File: src/rtl/regfile_write_arbiter.sv
// -----------------------------------------------------------------------------
// regfile_write_arbiter
//
// Shares the single register-file write port between the pipeline write-back
// stage (WB) and the multi-cycle multiply/divide unit (MDU).
//
// WB has fixed priority and is never back-pressured. MDU results are accepted
// through a valid/ready handshake into a small FIFO. The FIFO drains one entry
// per cycle whenever WB is not writing. A WB write to register X cancels every
// queued MDU result for X, because WB is younger in program order. A cancelled
// entry keeps its slot and still pops in order, but it pops without writing.
// A starvation timer raises stall_req when the FIFO has been blocked for
// STARVE_LIMIT consecutive cycles. The pipeline then inserts a WB bubble so
// that the head entry can drain.
//
// Ports
//   clk            rising-edge clock
//   reset          asynchronous, active-low reset
//   wb_we          WB writes this cycle (ignored when wb_rd == 0)
//   wb_rd          WB destination register
//   wb_data        WB write data
//   mdu_valid      MDU result valid
//   mdu_rd         MDU destination register (0 = accepted, then discarded)
//   mdu_data       MDU result
//   mdu_ready      FIFO has a free slot
//   RegWrite       register-file write enable
//   WriteRegister  register-file write address
//   WriteData      register-file write data
//   rs_addr        decode-stage source register 1
//   rt_addr        decode-stage source register 2
//   rs_pending     a live queued result targets rs_addr
//   rt_pending     a live queued result targets rt_addr
//   stall_req      request a one-cycle WB bubble so the FIFO can drain
//   fifo_count     number of live (not cancelled) queued results
// -----------------------------------------------------------------------------
module regfile_write_arbiter #(
  parameter int N            = 32,
  parameter int DEPTH        = 4,
  parameter int STARVE_LIMIT = 8
) (
  input  logic                     clk,
  input  logic                     reset,
  input  logic                     wb_we,
  input  logic [4:0]               wb_rd,
  input  logic [N-1:0]             wb_data,
  input  logic                     mdu_valid,
  input  logic [4:0]               mdu_rd,
  input  logic [N-1:0]             mdu_data,
  output logic                     mdu_ready,
  output logic                     RegWrite,
  output logic [4:0]               WriteRegister,
  output logic [N-1:0]             WriteData,
  input  logic [4:0]               rs_addr,
  input  logic [4:0]               rt_addr,
  output logic                     rs_pending,
  output logic                     rt_pending,
  output logic                     stall_req,
  output logic [$clog2(DEPTH):0]   fifo_count
);

  localparam int PW = $clog2(DEPTH);
  localparam int CW = PW + 1;
  localparam int TW = $clog2(STARVE_LIMIT) + 1;

  typedef enum logic [1:0] {
    S_IDLE    = 2'd0,
    S_PENDING = 2'd1,
    S_STARVED = 2'd2
  } state_t;

  // FIFO storage. The payload is not reset; r_vld and the occupancy gate it.
  logic [4:0]       r_rd   [DEPTH];
  logic [N-1:0]     r_data [DEPTH];
  logic [DEPTH-1:0] r_vld;
  logic [PW-1:0]    r_rptr;
  logic [PW-1:0]    r_wptr;
  logic [CW-1:0]    r_occ;   // slots in use, including cancelled entries

  state_t           r_state;
  logic [TW-1:0]    r_timer;
  logic             r_stall;

  logic             w_wb_wr;
  logic             w_nonempty;
  logic             w_pop;
  logic             w_push;
  logic             w_head_vld;
  logic             w_blocked;
  logic [CW-1:0]    w_occ_nxt;
  logic [DEPTH-1:0] w_rs_match;
  logic [DEPTH-1:0] w_rt_match;

  function automatic logic [CW-1:0] count_valid(input logic [DEPTH-1:0] v);
    logic [CW-1:0] c;
    c = '0;
    for (int i = 0; i < DEPTH; i++) begin
      c = c + CW'(v[i]);
    end
    return c;
  endfunction

  // A WB write to r0 is not a real write, so the port stays free for the FIFO.
  assign w_wb_wr    = wb_we && (wb_rd != 5'd0);
  assign w_nonempty = (r_occ != '0);
  assign w_pop      = !w_wb_wr && w_nonempty;
  assign w_head_vld = r_vld[r_rptr];
  assign w_blocked  = w_nonempty && !w_pop;

  // mdu_ready depends only on registered occupancy. A slot freed by this
  // cycle's pop therefore cannot be refilled until the next cycle.
  assign mdu_ready  = (r_occ < CW'(DEPTH));
  // A result for r0 completes the handshake but is never stored.
  assign w_push     = mdu_valid && mdu_ready && (mdu_rd != 5'd0);
  assign w_occ_nxt  = r_occ + CW'(w_push) - CW'(w_pop);

  // Write-port mux. A cancelled head still uses the port cycle, but it drives
  // an idle port.
  always_comb begin
    RegWrite      = 1'b0;
    WriteRegister = 5'd0;
    WriteData     = '0;
    if (w_wb_wr) begin
      RegWrite      = 1'b1;
      WriteRegister = wb_rd;
      WriteData     = wb_data;
    end else if (w_pop && w_head_vld) begin
      RegWrite      = 1'b1;
      WriteRegister = r_rd[r_rptr];
      WriteData     = r_data[r_rptr];
    end
  end

  // Hazard flags consider only live entries. This includes the head popping
  // this cycle, because its write is not visible in the register file yet.
  always_comb begin
    w_rs_match = '0;
    w_rt_match = '0;
    for (int i = 0; i < DEPTH; i++) begin
      w_rs_match[i] = r_vld[i] && (r_rd[i] == rs_addr);
      w_rt_match[i] = r_vld[i] && (r_rd[i] == rt_addr);
    end
  end

  assign rs_pending = (rs_addr != 5'd0) && (|w_rs_match);
  assign rt_pending = (rt_addr != 5'd0) && (|w_rt_match);
  assign fifo_count = count_valid(r_vld);
  assign stall_req  = r_stall;

  always_ff @(posedge clk) begin
    if (w_push) begin
      r_rd[r_wptr]   <= mdu_rd;
      r_data[r_wptr] <= mdu_data;
    end
  end

  // Valid bits, pointers and occupancy.
  // Per slot, the priority is: an incoming push sets the bit, then the pop
  // clears it, then a WB write to the same rd clears it. The entry being
  // enqueued in the same cycle therefore survives a same-cycle WB kill.
  always_ff @(posedge clk or negedge reset) begin
    if (!reset) begin
      r_vld  <= '0;
      r_rptr <= '0;
      r_wptr <= '0;
      r_occ  <= '0;
    end else begin
      for (int i = 0; i < DEPTH; i++) begin
        if (w_push && (PW'(i) == r_wptr)) begin
          r_vld[i] <= 1'b1;
        end else if (w_pop && (PW'(i) == r_rptr)) begin
          r_vld[i] <= 1'b0;
        end else if (w_wb_wr && (r_rd[i] == wb_rd)) begin
          r_vld[i] <= 1'b0;
        end
      end
      if (w_push) begin
        r_wptr <= r_wptr + PW'(1);
      end
      if (w_pop) begin
        r_rptr <= r_rptr + PW'(1);
      end
      r_occ <= w_occ_nxt;
    end
  end

  // Starvation FSM. The timer counts consecutive cycles in which the FIFO
  // holds something but WB owns the port. stall_req is registered and is
  // held until the first pop.
  always_ff @(posedge clk or negedge reset) begin
    if (!reset) begin
      r_state <= S_IDLE;
      r_timer <= '0;
      r_stall <= 1'b0;
    end else begin
      case (r_state)
        S_IDLE: begin
          r_timer <= '0;
          if (w_push) begin
            r_state <= S_PENDING;
          end
        end
        S_PENDING: begin
          if (w_pop) begin
            r_timer <= '0;
            if (w_occ_nxt == '0) begin
              r_state <= S_IDLE;
            end
          end else if (w_blocked) begin
            if (r_timer == TW'(STARVE_LIMIT - 1)) begin
              r_state <= S_STARVED;
              r_stall <= 1'b1;
            end else begin
              r_timer <= r_timer + TW'(1);
            end
          end
        end
        S_STARVED: begin
          if (w_pop) begin
            r_timer <= '0;
            r_stall <= 1'b0;
            r_state <= (w_occ_nxt == '0) ? S_IDLE : S_PENDING;
          end
        end
        default: begin
          r_state <= S_IDLE;
          r_timer <= '0;
          r_stall <= 1'b0;
        end
      endcase
    end
  end

endmodule

File: config.mk
export PLATFORM = sky130hd
export DESIGN_NAME = regfile_write_arbiter
export DESIGN_NICKNAME = d
export VERILOG_FILES = /design/src/rtl/regfile_write_arbiter.sv
export SDC_FILE = /design/constraint.sdc
export NUM_CORES = 1
export LEC_CHECK = 0
export ABC_CLOCK_PERIOD_IN_PS = 6200
export BUFFER_PORTS_ARGS = -buffer_cell sky130_fd_sc_hd__buf_2
export CAP_MARGIN = 20
export CORE_AREA = 5 5 155 157
export CTS_BUF_LIST = sky130_fd_sc_hd__clkbuf_2
export DETAILED_ROUTE_END_ITERATION = 7
export DIE_AREA = 0 0 160 162
export GPL_TIMING_DRIVEN = 0
export PLACE_DENSITY = 0.54
export SLEW_MARGIN = 5
export SYNTH_ARGS = -nofsm -noshare
export SYNTH_HDL_FRONTEND = slang
export SYNTH_SLANG_ARGS = --single-unit
File: constraint.sdc
create_clock -name clk -period 6.2 [get_ports clk]
set_input_delay 1.55 -clock clk [delete_from_list [all_inputs] [get_ports clk]]
set_output_delay 1.55 -clock clk [all_outputs]
set_load 0.01 [all_outputs]
==> reports/qor.csv <==
metric,value,unit
reg2reg path depth,14,
clock sink count,166,
vias,4710,
vias in the first global route,4981,
"commonest non-fill, non-tap cell in the layout",edfxtp_1,
post-cts gate resize count,0,
Clock Latency Late Sink,710,ps
Port Buf Inserts,117,
Synth Flop Type,edfxtp_1,
final slew viol count,0,
"Net count, final",703,
post-CTS setup buffer count,0,
FP Rows,55,
CP arrival,3450,ps
IO Count,133,
CP top delay family,buffers and inverters,
Worst Hold Depth,2,
final worst setup slack,1202,ps
met2 usage,25.07,%
Fillers,2090,
mapped cell area,0.007675,mm²
Die Span Y,162,µm
H-tree levels,4,
Final Hold Fails,0,
DR iter-0 viols,317,
critical path class,in -> out,
clock skew,16.21,ps
Pleak,3.224,nW
share of layout cells above drive strength 1,34.42,%
M1 GR Usage,20.05,%
CP cell instances,clkbuf_1 > or3_4 > o31ai_4 > nand2_2 > clkinv_2 > buf_6 > buf_6 > a32o_1 > buf_2,
GR peak layer,met2,
deepest clock path buffer count,2,
top post-synthesis cells by area,"edfxtp_1 (58%), mux4_2 (11%), dfrtp_1 (5.9%), xor2_1 (5.0%), a32o_1 (4.8%)",
Final GP Congestion,0.9048,
DP HPWL,13.98,mm
Routed WL,19.36,mm
Buf/Inv on CP,5,
PD cells,379.7,mW/mm²
largest net degree at the start of global routing,26,
Syn. warnings,0,
DR pass1 iterations,5,
placed inst area,0.008702,mm²
Post-Syn Area per Cell,16.68,µm²
final setup fails,0,
min cycle time layout,4998,ps
RSZ-0062 raised after global routing,false,
DRC viols,0,
DR vias/cell,5.245,
CP required,4650,ps
CP max stage cell,or3_4,
worst-margin pin slew,955.6,ps
register area share after synthesis,63.78,%
Setup crit end kind,output port,
Die Footprint,0.02592,mm²
syn_nets,563,
final antenna-violating net count,0,
Synth area leader,edfxtp_1,
cell area after layout,0.008942,mm²
most frequent cells in the layout,"edfxtp_1 (148), buf_2 (126), xor2_1 (44)",
synthesized flop and latch total,166,
Slew Limit Headroom,36.29,%
Synth top area share,57.91,%
MaxCap Viol Count,0,
setup TNS,0,ps
type of origin of the critical path,input pin,
CTS tree,done,
Hold Buf Count CTS,0,
CP Depth,9,
"EDFF count, synth",148,
initial antenna violation count,4,
asr flop ratio synth,10.84,%
Hold WC Path Type,reg -> reg,
layout overhead on the synthesized area,16.51,%
total track usage,15.25,%
period utilization,80.62,%
"most used cell, CP",buf_6,
Max Fanout on Critical Path,10,
maximum vdd drop,0.1543,mV
core area,0.02237,mm²
GR Overflow Total,0,
first-pass GRT wire length,29.77,mm
cells after synthesis,460,
Highest Clock Rate,200.1,MHz
post-synth cell types,46,
routed len/inst,21.55,µm
Die Width,160,µm
pre-CTS setup slack,1225,ps
Starting Density,34.32,%
clock-pin slew on the worst setup and hold paths,210,ps
Root Buffer,clkbuf_2,
# diodes,0,
cts bufs inserted,17,
Max stage delay on crit path,410,ps
status,completed,
met3 usage,4.466,%
==> metrics by stage <==
stage	total power, mW	instances	hold slack [ps]	utilization, %
finish	3.396	898	516.2	39.98
global route	3.632	898	555.2	39.98
CTS	3.457	898	527.6	39.98
detailed placement	2.884	866	482.9	38.91
global placement	2.832	862	462.8	38.53
floorplan	2.396	460	480.3	-
==> cell usage after synthesis, types with 4 or more instances <==
master and number:
xor2_1 44, nor3_1 6, a32o_1 37, mux4_2 38, buf_2 9, and2_1 4, dfrtp_1 18, clkbuf_1 21
nand4_1 6, nand2_1 15, a31o_1 4, nand3_1 8, xnor2_1 18, edfxtp_1 148, ha_1 13, nor4_1 9
inv_1 15
==> worst reg2reg max path: stages, from the launching register on <==
cell	delay, ps
dfrtp_1	470
or3_1	480
nand2_2	150
clkinv_2	110
buf_4	200
ha_1	290
inv_1	60
ha_1	130
inv_1	60
fa_1	390
xor3_1	210
nor3_1	240
nand2_1	100
a21oi_1	160
o21ai_1	70
==> routing by layer <==
layer  vias up  wire length [µm]
met2       182              9453
li1       2125                 -
met4         8               231
met5         -                53
met1      2368              8348
met3        27              1268
==> power by group <==
part / switching [mW] / internal, mW
clock: 0.374 / 0.191
sequential: 0.113 / 1.41
combinational: 0.734 / 0.578
total: 1.22 / 2.18
==> kinds of logic after synthesis <==
group	count (synthesis)	synth area share, %
multiplexers	39	11.28
flip-flops	166	63.78
adder cells (fa/ha/maj)	15	2.641
AND/OR/NAND/NOR	63	4.483
XOR/XNOR	63	7.385
AO/OA/AOI/OAI	62	7.385
buffers and inverters	52	3.049
==> sequential cells by signal, indices dropped and copies added (netlist names) <==
signal     flops
r_rd          20
r_occ          3
stall_req      1
r_timer        4
r_wptr         2
r_data       128
r_vld          4
r_state        2
r_rptr         2
==> area by class of cell <==
cell class / instances / area (µm²) / share of cell area, %
Sequential cell: 166 / 4895 / 54.74
Buffer: 36 / 172.7 / 1.931
Clock buffer: 18 / 90.09 / 1.007
Timing Repair Buffer: 121 / 665.6 / 7.444
Inverter: 16 / 61.31 / 0.6856
Clock inverter: 14 / 150.1 / 1.679
Tap cell: 285 / 356.6 / 3.988
Multi-Input combinational cell: 242 / 2551 / 28.53
==> path summary, 6_finish.rpt <==
check	start	end	slack [ps]
max in group asynchronous	reset	r_vld[2]	5150
min	stall_req	stall_req	520
max	wb_rd[2]	WriteRegister[0]	1200
min in group asynchronous	reset	r_wptr[0]	750
max reg2reg	r_occ[1]	r_state[0]	2990
min reg2reg	stall_req	stall_req	520
No activity file was read; power rests on OpenSTA's default activity.
